==> src/rtl/n1_pbus_pkg.sv <==
// Shared widths, state encoding and sizing helper for the N1 program-bus target.
package n1_pbus_pkg;

   localparam int PBUS_AW_DEF = 14;
   localparam int PBUS_DW_DEF = 16;
   localparam int PRB_OUTST_W = 3;

   typedef enum logic {
      ST_IDLE = 1'b0,
      ST_BUSY = 1'b1
   } tgt_state_e;

   function automatic int outst_w(input int max_outst);
      return $clog2(max_outst + 1);
   endfunction

endpackage

==> src/rtl/n1_pbus_tgt_pipe.sv <==
// Fixed-latency {valid, err} shift register that tracks fetches in flight to memory.
module n1_pbus_tgt_pipe
   import n1_pbus_pkg::*;
#(
   parameter int RD_LAT = 1
) (
   input  logic clk,
   input  logic rst_n,
   input  logic flush,
   input  logic push_valid,
   input  logic push_err,
   output logic pop_valid,
   output logic pop_err
);

   logic [RD_LAT-1:0] valid_r;
   logic [RD_LAT-1:0] err_r;

   // Shift one stage per cycle; an aborted bus cycle drops everything in flight
   always_ff @(posedge clk or negedge rst_n) begin
      if (!rst_n) begin
         valid_r <= '0;
         err_r   <= '0;
      end else if (flush) begin
         valid_r <= '0;
         err_r   <= '0;
      end else begin
         valid_r[0] <= push_valid;
         err_r[0]   <= push_err;
         for (int i = 1; i < RD_LAT; i++) begin
            valid_r[i] <= valid_r[i-1];
            err_r[i]   <= err_r[i-1];
         end
      end
   end

   assign pop_valid = valid_r[RD_LAT-1];
   assign pop_err   = err_r[RD_LAT-1];

endmodule

==> src/rtl/n1_pbus_tgt.sv <==
// Read-only pipelined Wishbone target: turns accepted fetches into fixed-latency
// memory reads and returns ACK/ERR in order, with a bounded number in flight.
module n1_pbus_tgt
   import n1_pbus_pkg::*;
#(
   parameter int PBUS_AW   = PBUS_AW_DEF,
   parameter int PBUS_DW   = PBUS_DW_DEF,
   parameter int MEM_SIZE  = 12288,
   parameter int RD_LAT    = 1,
   parameter int MAX_OUTST = 2
) (
   input  logic               clk_i,
   input  logic               async_rst_i,
   input  logic               pbus_cyc_i,
   input  logic               pbus_stb_i,
   input  logic [PBUS_AW-1:0] pbus_adr_i,
   output logic               pbus_ack_o,
   output logic               pbus_err_o,
   output logic               pbus_stall_o,
   output logic [PBUS_DW-1:0] pbus_dat_o,
   output logic               mem_re_o,
   output logic [PBUS_AW-1:0] mem_adr_o,
   input  logic [PBUS_DW-1:0] mem_dat_i,
   output logic               prb_pbus_tgt_state_o,
   output logic [2:0]         prb_pbus_tgt_outst_o
);

   localparam int                CW        = outst_w(MAX_OUTST);
   localparam logic [PBUS_AW:0]  MEM_LIM   = (PBUS_AW+1)'(MEM_SIZE);
   localparam logic [CW-1:0]     OUTST_MAX = CW'(MAX_OUTST);

   tgt_state_e         state_r, state_nxt_s;
   logic [CW-1:0]      outst_r, outst_nxt_s;
   logic               ack_r, err_r;
   logic [PBUS_DW-1:0] dat_r;
   logic               stall_s, accept_s, in_range_s, rsp_done_s;
   logic               pipe_valid_s, pipe_err_s, rsp_valid_s;

   // Stall depends on the count register only, so no input reaches it combinationally
   assign stall_s     = (outst_r == OUTST_MAX);
   assign accept_s    = pbus_cyc_i & pbus_stb_i & ~stall_s;
   assign in_range_s  = ({1'b0, pbus_adr_i} < MEM_LIM);
   assign rsp_done_s  = ack_r | err_r;
   assign rsp_valid_s = pipe_valid_s & pbus_cyc_i;

   assign mem_re_o  = accept_s & in_range_s;
   assign mem_adr_o = pbus_adr_i;

   n1_pbus_tgt_pipe #(
      .RD_LAT (RD_LAT)
   ) u_pipe (
      .clk        (clk_i),
      .rst_n      (async_rst_i),
      .flush      (~pbus_cyc_i),
      .push_valid (accept_s),
      .push_err   (~in_range_s),
      .pop_valid  (pipe_valid_s),
      .pop_err    (pipe_err_s)
   );

   // Next outstanding count and FSM state
   always_comb begin
      outst_nxt_s = outst_r;
      state_nxt_s = state_r;
      if (!pbus_cyc_i) begin
         outst_nxt_s = {CW{1'b0}};
      end else begin
         case ({accept_s, rsp_done_s})
            2'b10:   outst_nxt_s = outst_r + CW'(1);
            2'b01:   outst_nxt_s = outst_r - CW'(1);
            default: outst_nxt_s = outst_r;
         endcase
      end
      case (state_r)
         ST_IDLE: begin
            if (accept_s) state_nxt_s = ST_BUSY;
            else          state_nxt_s = ST_IDLE;
         end
         ST_BUSY: begin
            if (!pbus_cyc_i || (outst_nxt_s == {CW{1'b0}})) state_nxt_s = ST_IDLE;
            else                                            state_nxt_s = ST_BUSY;
         end
         default: state_nxt_s = ST_IDLE;
      endcase
   end

   // State, count and registered bus response
   always_ff @(posedge clk_i or negedge async_rst_i) begin
      if (!async_rst_i) begin
         state_r <= ST_IDLE;
         outst_r <= {CW{1'b0}};
         ack_r   <= 1'b0;
         err_r   <= 1'b0;
         dat_r   <= {PBUS_DW{1'b0}};
      end else begin
         state_r <= state_nxt_s;
         outst_r <= outst_nxt_s;
         ack_r   <= rsp_valid_s & ~pipe_err_s;
         err_r   <= rsp_valid_s & pipe_err_s;
         dat_r   <= (rsp_valid_s & ~pipe_err_s) ? mem_dat_i : {PBUS_DW{1'b0}};
      end
   end

   assign pbus_ack_o           = ack_r;
   assign pbus_err_o           = err_r;
   assign pbus_dat_o           = dat_r;
   assign pbus_stall_o         = stall_s;
   assign prb_pbus_tgt_state_o = state_r;
   assign prb_pbus_tgt_outst_o = PRB_OUTST_W'(outst_r);

endmodule
==> config.mk <==
export PLATFORM = sky130hd
export DESIGN_NAME = n1_pbus_tgt
export DESIGN_NICKNAME = d
export VERILOG_FILES = /design/src/rtl/n1_pbus_pkg.sv /design/src/rtl/n1_pbus_tgt_pipe.sv /design/src/rtl/n1_pbus_tgt.sv
export SDC_FILE = /design/constraint.sdc
export NUM_CORES = 1
export LEC_CHECK = 0
export BUFFER_PORTS_ARGS = -buffer_cell sky130_fd_sc_hd__buf_2
export CORE_ASPECT_RATIO = 1.4
export CORE_MARGIN = 2
export CORE_UTILIZATION = 41
export DETAILED_ROUTE_END_ITERATION = 8
export GPL_ROUTABILITY_DRIVEN = 0
export PLACE_DENSITY = 0.82
export SLEW_MARGIN = 20
export SYNTH_ARGS = -nofsm -noshare
export SYNTH_HDL_FRONTEND = slang
export SYNTH_SLANG_ARGS = --single-unit
==> constraint.sdc <==
create_clock -name clk_i -period 2.4 [get_ports clk_i]
set_input_delay 0.48 -clock clk_i [delete_from_list [all_inputs] [get_ports clk_i]]
set_output_delay 0.48 -clock clk_i [all_outputs]
set_load 0.02 [all_outputs]
==> qor.yml, run 1 <==
report.final.slew_viol_count: 0
power.density_nw_per_um2: 610
cts-root-buf: "clkbuf_4"
die_width_um: 44.5
dpl_cell_area_um2: 1080
ys_seq_elements: 23
end_kind: "output pin"
antenna_found_initial: 0
via_per_inst: 4.61
core_area_um2: 2180
die_area_um2: 2700
start_util_pct: 43.3
grt.total_usage_pct: 12.0
io-pin-count: 72
drc: 0
clock.fmax_mhz: 516
syn_avg_cell_area_um2: 12.1
cp.required_ns: 1.92
post_cts_buffers: 0
cts_hold_buf: 0
nets: 148
io_buffers: 46
fin_tns_setup_ns: 0
cp.arrival_ns: 1.46
fin_skew_ns: 0.000778
syn-num-nets: 113
syn_to_final_growth_pct: 17.5
fp-row-count: 20
clockBufferDepth: 2
synthCells: 78
syn_area_um2: 942
period_minus_slack_ns: 1.94
setup_violations: 0
dr_total_vias: 618
max_cap_violations: 0
grt_pass1_wl_um: 2320
final_hold_viol_count: 0
grt_max_degree: 24
n_antenna_cell: 0
first_global_vias: 598
cts.sinks: 23
nFillCells: 208
status: "finished clean"
fin_area_um2: 1110
yosysUniqueCellTypes: 21
fin_crit_sh_pct: 80.7
cts_resized: 0
gr-total-overflow: 0
cp_max_fo: 7
clkLatencyLatePin_ns: 0.30
drtAntennaViolNets: 0
min_path_type: "in -> async"
drt_iter0_drc: 15
worstSetupStartpointType: "flip-flop"
clkTransAtPathRegs_ns: 0.11
htreeDepth: 1
synth_warnings: 0
grt_setup_unrepaired: "false"
final_layout_size_suffix_gt1_share_pct: 46.4
wl_um: 1530
die_h_um: 60.7
numCtsBuffers: 3
dr.pass1.iters: 3
ir_worst_vdd_mv: 0.260
leakagePower_nw: 0.661
wl_per_cell_um: 11.4
crit_type: "reg -> out"
yosysSeqAreaShare_pct: 61.1
cts_tree: "built"
[path summary, 6_finish.rpt]
kind,from,endpoint,slack [ns],cells past startpoint
hold / removal,async_rst_i,outst_r[1],0.11,1
setup reg to reg,outst_r[1],outst_r[1],0.57,6
hold reg to reg,prb_pbus_tgt_state_o,prb_pbus_tgt_state_o,0.52,1
min in group clk_i,mem_dat_i[5],pbus_dat_o[5],0.37,2
max in group asynchronous,async_rst_i,pbus_ack_o,1.97,1
setup / recovery,outst_r[1],mem_re_o,0.46,4
[metrics by stage]
step / util, % / total power [mW] / instances / hold slack [ns] / setup WS (ns)
final: 50.9 / 0.675 / 134 / 0.110 / 0.463
after global routing: 50.9 / 0.710 / 134 / 0.131 / 0.351
after CTS: 50.9 / 0.685 / 134 / 0.114 / 0.430
after detailed placement: 49.6 / 0.519 / 130 / 0.457 / 0.581
after global placement: 49.6 / 0.514 / 130 / 0.462 / 0.753
after floorplan: - / 0.503 / 78 / 0.184 / 0.481
[power by group]
part           total, mW  leakage [nW]  switching (mW)  internal, mW
registers          0.412         0.314         0.00937         0.402
clock network      0.166        0.0177           0.104        0.0622
logic             0.0976         0.329          0.0574        0.0401
[worst max-delay path, cell delays in order, from the launching register on]
cell and delay, ns:
dfrtp_1 0.45, nor2b_1 0.16, nand3b_1 0.23, a21oi_1 0.14
buf_2 0.17
[cell type report]
type	count	area [µm²]	share of cell area [%]
inverters	1	3.75	0.339
clock inverters	1	5.00	0.452
multi-input cells	38	243	21.9
well taps	22	27.5	2.49
repair buffers	46	230	20.8
clock buffers	3	22.5	2.03
flip-flops and latches	23	576	52.0
[cells by family after synthesis]
| family | after synthesis | share of synthesized area [%] |
|---|---|---|
| and+or+nand+nor | 29 | 19.3 |
| DFF | 23 | 61.1 |
| buffers and inverters | 17 | 13.1 |
| AOI/OAI and AO/OA | 6 | 3.85 |
| xor gates and xnor gates | 1 | 0.930 |
| adders and majority gates | 1 | 1.33 |
| other | 1 | 0.398 |
[cell usage in the layout, fill, tap and decap left out, drive strengths merged]
cell,n
o211ai,1
conb,1
o21ai,1
ha,1
inv,1
a21oi,2
or2b,1
or2,1
dfrtp,23
and2,16
and3,3
nor2b,1
clkbuf,3
xnor2,1
o22ai,1
a21boi,1
or3,1
nand2,1
nor2,1
nand2b,3
clkinv,1
buf,46
nand3b,1
[registers in the layout, summed over array words and instances (netlist names)]
name and flops:
outst_r 2, pbus_dat_o 16, prb_pbus_tgt_state_o 1, pbus_ack_o 1, pbus_err_o 1, u_pipe.pop_valid 1
u_pipe.pop_err 1
[layer usage]
layer	routed length [µm]	share of wire, %	track usage [%]
met4	32	2.1	10.4
met3	134	8.8	1.19
met5	0	0	0
met2	755	49	20.7
met1	606	40	12.9
[cell usage after synthesis (all sizes together)]
master / count / area share (%)
o22ai: 1 / 0.66
o21ai: 1 / 0.53
nand3b: 1 / 0.80
or2b: 1 / 0.80
buf: 16 / 13
ha: 1 / 1.3
dfrtp: 23 / 61
conb: 1 / 0.40
nand2b: 3 / 2.0
o211ai: 1 / 0.80
nand2: 1 / 0.40
and3: 3 / 2.0
and2: 16 / 11
inv: 1 / 0.40
a21oi: 2 / 1.1
or3: 1 / 0.66
or2: 1 / 0.66
xnor2: 1 / 0.93
a21boi: 1 / 0.80
nor2b: 1 / 0.66
nor2: 1 / 0.66
Power figures use the tool's default switching activity.
==> inputs of run 2 (changes only) <==
Settings changed: CORE_UTILIZATION 41 to 38, PLACE_DENSITY 0.82 to 0.77.
Clock period 2.4 ns to 1.9 ns, I/O delays scaled along.
==> run 2 against run 1 <==
Effect of this change: combinational power grew 43%; power is 31% higher; non-clock buffer count rose by 4; largest cell class unchanged; flip-flop and latch count unchanged; cell count rose by 3.7%; critical path type unchanged; critical endpoint unchanged; die area grew 7.3%; highest routed layer unchanged; largest power group unchanged.
==> qor.yml, run 2 (synthesis results as in run 1) <==
start_util_pct: 39.8
clock.fmax_mhz: 541
die_h_um: 62.9
n_antenna_cell: 0
antenna_found_initial: 0
cp.required_ns: 1.52
layout_commonest_cell: "buf_2"
drtAntennaViolNets: 0
cts.sinks: 23
dr_total_vias: 637
grt.total_usage_pct: 14.0
total_power_mw: 0.882
io_buffers: 46
clkTransAtPathRegs_ns: 0.12
dpl_cell_area_um2: 1090
cts_tree: "built"
cts-root-buf: "clkbuf_4"
setup_ws_ns: 0.0500
io-pin-count: 72
fp-row-count: 21
status: "finished clean"
min_path_type: "in -> async"
setup_violations: 0
cp_max_fo: 3
leakagePower_nw: 0.681
grt_max_degree: 24
max_cap_violations: 0
finalNonFillerCells: 139
syn_to_final_growth_pct: 22.2
wl_um: 1850
drc: 0
fin_area_um2: 1150
relSlewSlack_pct: 66.5
numCtsBuffers: 3
dr.pass1.iters: 4
largest_register_ffs: 16
cts_hold_buf: 0
htreeDepth: 1
die_area_um2: 2900
fin_skew_ns: 0.00101
die_width_um: 46.1
final_cell_mix: "buf_2 (45), dfrtp_1 (23), and2_1 (16)"
post-place-ws_ns: 0.179
fin_crit_sh_pct: 97.4
final_hold_viol_count: 0
ir_worst_vdd_mv: 0.389
dp.cells: 132
dp_hpwl_um: 1330
worstSetupStartpointType: "flip-flop"
hold_slack_ns: 0.0180
nets: 152
clkLatencyLatePin_ns: 0.31
tightest_slew_ns: 0.502
cp.arrival_ns: 1.47
final_layout_size_suffix_gt1_share_pct: 50.0
core_area_um2: 2360
grt_pass1_wl_um: 2880
end_kind: "output pin"
crit_type: "reg -> out"
power.density_nw_per_um2: 767
nFillCells: 242
first_global_vias: 610
gr-total-overflow: 0
wl_per_cell_um: 13.3
drt_iter0_drc: 8
report.final.slew_viol_count: 0
clockBufferDepth: 2
via_per_inst: 4.58
period_minus_slack_ns: 1.85
## run 2: cell count changes in the layout (fill, tap and decap cells not counted), sizes merged
| cell | change |
|---|---|
| buf | +4 |
## run 2: stage by stage
stage               TNS, ns  util [%]
floorplan                 0         -
global placement          0      46.1
detailed placement        0      46.1
CTS                       0      47.6
global route        -0.0173      48.7
finish                    0      48.7
## run 2: power by group
part,switching [mW],total [mW],internal (mW)
registers,0.00989,0.518,0.508
logic,0.0804,0.140,0.0601
clock network,0.145,0.224,0.0785
total,0.236,0.882,0.647
## run 2: worst paths after layout
| kind | from | endpoint | slack (ns) | cells past startpoint |
|---|---|---|---|---|
| worst max-delay path | outst_r[1] | mem_re_o | 0.05 | 5 |
| worst min-delay path | async_rst_i | pbus_dat_o[6] | 0.02 | 1 |
| worst max register to register | outst_r[1] | prb_pbus_tgt_state_o | 0.06 | 7 |
| worst min register to register | prb_pbus_tgt_state_o | prb_pbus_tgt_state_o | 0.51 | 1 |
| max in group asynchronous | async_rst_i | outst_r[0] | 1.55 | 1 |
| min in group clk_i | mem_dat_i[3] | pbus_dat_o[3] | 0.27 | 2 |
## run 2: final cells by class
class / count / area, µm² / share of cell area (%)
clock buffer: 3 / 22.5 / 1.96
clock inverter: 1 / 5.00 / 0.435
inverter: 1 / 3.75 / 0.326
multi-input combinational: 38 / 249 / 21.6
sequential: 23 / 576 / 50.0
tap: 23 / 28.8 / 2.50
timing repair buffer: 50 / 267 / 23.2
## run 2: repair_timing
action / 4_1_cts / 5_1_grt
setup buffers: 1 / 2
setup endpoints to repair: 1 / 1
gates resized for setup: 0 / 3
## run 2: worst max-delay path, cell delays in order, from the launching register on
cell and delay, ns:
dfrtp_1 0.40, nor2b_2 0.16, nand3b_1 0.21, buf_6 0.16
a21oi_2 0.09, buf_4 0.15
## run 2: per-layer routing
metal / global-route usage (%) / up-vias / part of all wire, %
met5: 0 / - / 0
met4: 9.29 / 0 / 2.0
met3: 2.31 / 6 / 6.3
met2: 24.8 / 31 / 58
met1: 13.5 / 293 / 33
li1: - / 307 / -
